--- src/rtl/keccak_result_fifo.sv ---
// Synchronous FIFO with async reset and flush; push and pop on a full FIFO both succeed.
module keccak_result_fifo #(
    parameter int WIDTH = 32,
    parameter int DEPTH = 4
) (
    input  logic             clk,
    input  logic             reset,
    input  logic             flush,
    input  logic             push,
    input  logic [WIDTH-1:0] wdata,
    input  logic             pop,
    output logic [WIDTH-1:0] rdata,
    output logic             full,
    output logic             empty
);
    localparam int            AW      = (DEPTH > 1) ? $clog2(DEPTH) : 1;
    localparam logic [AW:0]   DEPTH_C = (AW+1)'(DEPTH);

    logic [WIDTH-1:0] mem_q [DEPTH];
    logic [WIDTH-1:0] mem_d [DEPTH];
    logic [AW-1:0]    wr_q, wr_d, rd_q, rd_d;
    logic [AW:0]      cnt_q, cnt_d;
    logic             push_ok, pop_ok;

    assign empty   = (cnt_q == '0);
    assign full    = (cnt_q == DEPTH_C);
    assign pop_ok  = pop && !empty;
    assign push_ok = push && (!full || pop_ok);
    assign rdata   = mem_q[rd_q];

    always_comb begin
        mem_d = mem_q;
        wr_d  = wr_q;
        rd_d  = rd_q;
        cnt_d = cnt_q;
        if (flush) begin
            wr_d  = '0;
            rd_d  = '0;
            cnt_d = '0;
        end else begin
            if (push_ok) begin
                mem_d[wr_q] = wdata;
                wr_d        = wr_q + AW'(1);
            end
            if (pop_ok) begin
                rd_d = rd_q + AW'(1);
            end
            case ({push_ok, pop_ok})
                2'b10:   cnt_d = cnt_q + (AW+1)'(1);
                2'b01:   cnt_d = cnt_q - (AW+1)'(1);
                default: cnt_d = cnt_q;
            endcase
        end
    end

    // Storage is cleared on reset so the head reads as zero while empty.
    always_ff @(posedge clk or posedge reset) begin
        if (reset) begin
            for (int i = 0; i < DEPTH; i++) mem_q[i] <= '0;
            wr_q  <= '0;
            rd_q  <= '0;
            cnt_q <= '0;
        end else begin
            mem_q <= mem_d;
            wr_q  <= wr_d;
            rd_q  <= rd_d;
            cnt_q <= cnt_d;
        end
    end

endmodule

--- config.mk ---
export PLATFORM = sky130hd
export DESIGN_NAME = keccak_result_fifo
export DESIGN_NICKNAME = d
export VERILOG_FILES = /design/src/rtl/keccak_result_fifo.sv
export SDC_FILE = /design/constraint.sdc
export NUM_CORES = 1
export LEC_CHECK = 0
export CORE_ASPECT_RATIO = 1.4
export CORE_MARGIN = 8
export CORE_UTILIZATION = 60
export DETAILED_ROUTE_END_ITERATION = 6
export PLACE_DENSITY = 0.93
export SLEW_MARGIN = 5
export SYNTH_ARGS = -nofsm -noshare
export SYNTH_HDL_FRONTEND = slang
export SYNTH_SLANG_ARGS = --single-unit
export TNS_END_PERCENT = 30
--- constraint.sdc ---
create_clock -name clk -period 9.2 [get_ports clk]
set_input_delay 0.92 -clock clk [delete_from_list [all_inputs] [get_ports clk]]
set_output_delay 0.92 -clock clk [all_outputs]
set_load 0.02 [all_outputs]
==> results of run 1 <==
## worst max-delay path: cells and delay by family, from the launching register on
| kind | cells | cell delay (ns) |
|---|---|---|
| flip-flops | 1 | 0.71 |
| buffers and inverters | 2 | 1.01 |
| multiplexers | 1 | 0.39 |
## cells by family (layout without fill, tap and decap cells)
family / count (synthesis) / after routing
buffers and inverters: 34 / 114
adders and majority gates: 5 / 5
and+or+nand+nor: 24 / 24
AOI/OAI and AO/OA: 10 / 10
xor gates and xnor gates: 4 / 4
muxes: 162 / 162
other: 0 / 1
DFF: 135 / 135
## worst paths after layout
check                           start    endpoint  slack, ns  depth (start not counted)
max in group asynchronous       reset   mem_q[33]       6.79                          3
max                           rd_q[1]    rdata[5]       5.75                          3
min                        mem_q[125]  mem_q[125]       0.50                          1
min reg2reg                mem_q[125]  mem_q[125]       0.50                          1
min in group asynchronous       reset   mem_q[19]       0.99                          2
max reg2reg                  cnt_q[0]    mem_q[8]       6.54                          4
## placed cells by master, fill, tap and decap left out, types with 4 or more instances in the layout
cell             instances
clkinvlp_4               4
nor2_1                   7
clkdlybuf4s50_1         70
buf_4                    8
dfrtp_1                134
mux2_2                   9
clkbuf_16               17
bufinv_16                4
mux2_4                 120
ha_1                     4
nor4bb_4                 4
mux4_2                  32
## state kept, by name, summed over array words and instances (netlist names)
| name | count |
|---|---|
| cnt_q | 3 |
| mem_q | 128 |
| rd_q | 2 |
| wr_q | 2 |
## metrics by stage
stage	total power (W)	setup WS, ns
2_1_floorplan	0.001389	4.669
3_3_place_gp	0.001582	5.458
3_5_place_dp	0.001610	5.425
4_1_cts	0.002360	5.744
5_1_grt	0.002443	5.663
6_report	0.002342	5.752
## cell type report
| class | instances | area [um^2] |
|---|---|---|
| Sequential cell | 135 | 3379 |
| Tap cell | 141 | 176.4 |
| Inverter | 4 | 17.52 |
| Timing Repair Buffer | 78 | 760.7 |
| Fill cell | 619 | 2861 |
| Antenna cell | 1 | 2.502 |
| Clock buffer | 18 | 439.2 |
| Multi-Input combinational cell | 205 | 3030 |
| Clock inverter | 14 | 198.9 |
## per-layer routing
metal | vias up | track usage [%]
li1 | 1514 | -
met1 | 1879 | 23.03
met2 | 95 | 33.70
met3 | 26 | 4.973
met4 | 0 | 8.296
met5 | - | 0
## power groups by stage
stage / Clock [W] / Sequential, W / Combinational, W
6_report: 0.000726 / 0.000901 / 0.000715
5_1_grt: 0.000763 / 0.000921 / 0.000758
4_1_cts: 0.000736 / 0.000900 / 0.000724
3_5_place_dp: 0 / 0.000898 / 0.000713
3_3_place_gp: 0 / 0.000886 / 0.000696
2_1_floorplan: 0 / 0.000854 / 0.000535
==> results by group, run 1 <==
Yosys
  • Main combinational cell family by area after synthesis: multiplexers
  • Synth Area in XOR/XNOR: 0.5217%
  • Post-Synth Simple-Gate Area: 2.404%
  • Yosys warning count: 0
  • Syn Inst Count: 374
  • Most common cell in the synthesized netlist: dfrtp_1
  • Synth top area cells: dfrtp_1, mux2_4, mux4_2
  • Synth Cell Area: 0.006715 mm^2
  • Synth Flop Type: dfrtp_1
  • Syn_nets: 416
  • Synth cell count leaders: dfrtp_1, mux2_4, mux4_2, buf_12, mux2_2
  • Distinct cell type count of the synthesized netlist: 36
  • Avg Synthesized Cell Area: 17.96 um^2
  • Async S/R FF share, synth: 100.0%
  • Synth Area in Adders: 1.043%
  • Area leader, netlist: dfrtp_1
  • Sequential-to-total area share from yosys stat: 50.31%
  • Top-area cell type share of the netlist area: 50.31%
  • EDFF count, synth: 0
  • Synth Area in Compound Gates: 1.043%
  • Mux contribution to synthesized area: 39.22%
  • Seq cells post-synth: 135

Timing
  • Max-slew violation count: 0
  • Min cycle time layout: 3.448 ns
  • Final setup fails: 0
  • Setup repair after global routing missed its margin: no
  • Fin Setup TNS: 0 ns
  • Slew HR: 34.43%
  • Final Hold Vio Count: 0
  • Worst Tran Pin Value: 0.9821 ns
  • Worst clock skew: 0.005921 ns
  • Minimum hold slack: 0.5047 ns
  • Fmax achieved: 290.0 MHz
  • Period Utilization, post-route: 37.48%

Floorplanning
  • Die Width: 105.4 um
  • FP Rows: 45
  • Core area: 0.01087 mm^2
  • Starting Density: 61.80%
  • Die area: 0.01488 mm^2
  • Chip height: 141.2 um
  • Top-Level Pins: 71

Detailed routing
  • Iteration-0 DRC Markers: 171
  • Wire per inst: 23.06 um
  • Vias: 3514
  • Met2 WL: 7266 um
  • Antenna Nets Post-Route: 0
  • Routed WL: 13740 um
  • Drt first pass iters: 4
  • Vias/cell: 5.896
  • DRC Markers: 0
  • Wl on met1: 5537 um
  • Highest layer used for signal routing: met4
  • Met3 WL: 561 um

Pwr
  • Switching share of power: 27.31%
  • Power share of the combinational group: 30.5%
  • P_leak: 3.465 nW
  • Pint: 0.001702 W
  • Clock Power Share: 31.0%
  • Worst vdd ir: 0.1622 mV
  • Sequential power share: 38.5%
  • NetSw: 0.0006397 W
  • P per Cell Area: 292.6 mW/mm^2

Clocking
  • H-tree depth: 4
  • Clock latency at the later pin of the worst-skew pair: 0.41 ns
  • CTS Sinks: 135
  • Gates resized, CTS repair: 0
  • Reg clk slew, reported paths: 0.06 ns
  • Hold Buf Count CTS: 0
  • CTS buffer count: 17
  • Deepest clock path buffer count: 2
  • CTS tree: done
  • Root Buffer: clkbuf_16
  • Setup bufs post-CTS: 0

Cells and area
  • Final std cells w/o fill: 596
  • Syn-to-layout area delta: 19.21%
  • Design area: 0.008005 mm^2
  • Fin nets: 483
  • Share of cells above drive strength 1: 46.48%
  • Final core occ: 73.67%

Outcome
  • Outcome: finished, final reports clean

Global routing
  • Global-route wire length before repair: 22830 um
  • Total Routing Usage GR: 19.74%
  • Vias in the first global route: 4143
  • Largest net degree at the start of global routing: 77
  • GRT overflow: 0
  • Antenna violations before repair: 1

Setup path
  • Crit path largest cell delay: 0.71 ns
  • Critical path required time: 8.28 ns
  • Crit. End Element: primary output
  • CP arrival: 2.53 ns
  • Slowest stage cell, crit path: dfrtp_1
  • Cell Chain, Critical Path: buf_4 -> mux4_2 -> clkdlybuf4s50_1
  • Critical path peak fanout: 22
  • CP Launch Type: register
  • Kind of critical path: reg2out

Placement
  • Routability-driven placement congestion ratio: 0.7489
  • Buffers on Ports: 70
  • Dpl hpwl: 8188 um
  • Placed cell count: 563
  • Placed cell areas: 0.007365 mm^2

Worst hold path
  • HP Class: reg2reg

Job
  • Max-cap viol count: 0
(Power assumes the default switching activity.)
==> inputs of run 2 (changes only) <==
CORE_UTILIZATION = 57   (was 60)
PLACE_DENSITY = 0.89   (was 0.93)
clock period = 3.3 ns   (was 9.2 ns; I/O delays follow)
==> results by group, run 2 (synthesized netlist as in run 1, its figures left out) <==
Cells and area
  • Fin nets: 488 (+1.0%)
  • Max reg flops: 128 (unchanged)
  • Commonest cells after routing, fill and taps aside: dfrtp_1, mux2_4, clkdlybuf4s50_1
  • Most flop-heavy register: mem_q
  • Most common cell after layout, fill and taps aside: dfrtp_1
  • Inserted Diodes: 0 (-1)
  • Syn-to-layout area delta: 19.49%
  • Largest regs: mem_q x128, cnt_q x3
  • Share of cells above drive strength 1: 46.62% (+0.15 points)

Global routing
  • Total Routing Usage GR: 19.57% (-0.17 points)
  • Vias in the first global route: 4081 (-1.5%)
  • Largest net degree at the start of global routing: 62 (-19%)
  • Antenna violations before repair: 0 (-1)
  • Global-route wire length before repair: 23120 um (+1.3%)
  • GRT overflow: 0 (unchanged)

Setup path
  • CP arrival: 2.42 ns (-0.11 ns)
  • Kind of critical path: reg2out
  • Critical path required time: 2.97 ns (-5.31 ns)
  • Slowest stage cell, crit path: dfrtp_2
  • Crit path largest cell delay: 0.61 ns (-0.10 ns)
  • Setup slack, reg-to-reg: 0.76 ns (-5.78 ns)
  • FF-to-FF Start: cnt_q[0]
  • CP Launch Type: register
  • Cell Chain, Critical Path: buf_4 -> mux4_2 -> clkdlybuf4s50_1
  • R2R cell count: 6 (+2)
  • Critical path peak fanout: 12 (-45%)
  • Crit. End Element: primary output
  • CP Launch Point: rd_q[0]
  • R2R Path End: cnt_q[2]

Floorplanning
  • Die Width: 107.7 um (+2.2%)
  • Top-Level Pins: 71 (unchanged)
  • Die area: 0.01556 mm^2 (+4.6%)
  • Chip height: 144.4 um (+2.3%)
  • Starting Density: 57.67% (-4.1 points)
  • FP Rows: 47 (+4.4%)
  • Core area: 0.01164 mm^2 (+7.2%)

Clocking
  • CTS buffer count: 17 (unchanged)
  • Root Buffer: clkbuf_16
  • Deepest clock path buffer count: 2 (unchanged)
  • Setup bufs post-CTS: 0 (unchanged)
  • Clock latency at the later pin of the worst-skew pair: 0.41 ns (about the same)
  • CTS Sinks: 135 (unchanged)
  • Hold Buf Count CTS: 0 (unchanged)
  • Reg clk slew, reported paths: 0.05 ns (about the same)
  • CTS tree: done
  • Gates resized, CTS repair: 0 (unchanged)
  • H-tree depth: 4 (unchanged)

Job
  • Max-cap viol count: 0 (unchanged)

Timing
  • Period Utilization, post-route: 83.18%
  • Fin Setup TNS: 0 ns (unchanged)
  • Slew HR: 44.35% (+9.9 points)
  • Setup repair after global routing missed its margin: no
  • Final setup fails: 0 (unchanged)
  • Final Hold Vio Count: 0 (unchanged)
  • Fmax achieved: 364.3 MHz
  • Min cycle time layout: 2.745 ns
  • Worst clock skew: 0.004889 ns (-0.001032 ns)
  • Worst Tran Pin Value: 0.8330 ns (-0.1492 ns)
  • Max-slew violation count: 0 (unchanged)

Detailed routing
  • DRC Markers: 0 (unchanged)
  • Iteration-0 DRC Markers: 122 (-29%)
  • Wire per inst: 22.83 um (-0.98%)
  • Vias/cell: 5.817 (-1.3%)
  • Routed WL: 13840 um (+0.68%)
  • Antenna Nets Post-Route: 0 (unchanged)
  • Drt first pass iters: 4 (unchanged)
  • Vias: 3525 (+0.31%)

Pwr
  • Worst vdd ir: 0.4144 mV (+160%)
  • Overall power: 0.006262 W (+170%)
  • P per Cell Area: 780.4 mW/mm^2 (+170%)
  • P_leak: 3.473 nW (+0.24%)

Worst hold path
  • HP Class: in2async

Outcome
  • Outcome: finished, final reports clean

Placement
  • Routability-driven placement congestion ratio: 0.7446 (-0.57%)
  • Dpl hpwl: 8686 um (+6.1%)
  • Buffers on Ports: 70 (unchanged)
## run 2: metal layers
metal	track usage, %	routed length, um	vias to the layer above
li1	-	-	1518
met1	23.46	5637	1922
met2	33.03	7426	63
met3	4.371	474	22
met4	8.284	298	0
met5	0	0	-
## run 2: worst max path at each step
stage | endpoint | slack (ns) | depth (start not counted)
floorplan | cnt_q[2] | 0.99 | 7
detailed placement | cnt_q[2] | 0.51 | 7
global route | rdata[13] | 0.41 | 3
finish | rdata[13] | 0.55 | 3
CTS | rdata[21] | 0.50 | 3
global placement | cnt_q[2] | 0.69 | 7
## run 2: layout make-up
type | instances | area, um^2
clock buffers | 25 | 505.5
fillers | 747 | 3620
multi-input cells | 205 | 3030
inverters | 4 | 18.77
flip-flops and latches | 135 | 3381
well taps | 147 | 183.9
repair buffers | 83 | 860.8
clock inverters | 7 | 43.79
## run 2: power breakdown
part	switching, W	internal, W	total [W]
clock	0.000682	0.00106	0.00174
sequential	0.000351	0.00218	0.00253
combinational	0.000695	0.00130	0.00199
total	0.00173	0.00453	0.00626
## run 2: critical path, delay by kind of cell (launching register included)
family,cells,cell delay (ns)
buffers and inverters,2,0.85
DFF,1,0.61
muxes,1,0.54
## run 2: stage by stage
step	worst slack, ns	utilization (%)	cells	instance area (um^2)	hold slack [ns]
3_5_place_dp	0.5148	64.20	574	7475	0.4880
2_1_floorplan	0.9924	-	374	6719	0.4751
6_report	0.5550	68.91	606	8024	0.4139
5_1_grt	0.4147	68.91	606	8024	0.4801
3_3_place_gp	0.6921	64.20	574	7475	0.4841
4_1_cts	0.4989	68.91	606	8024	0.4364
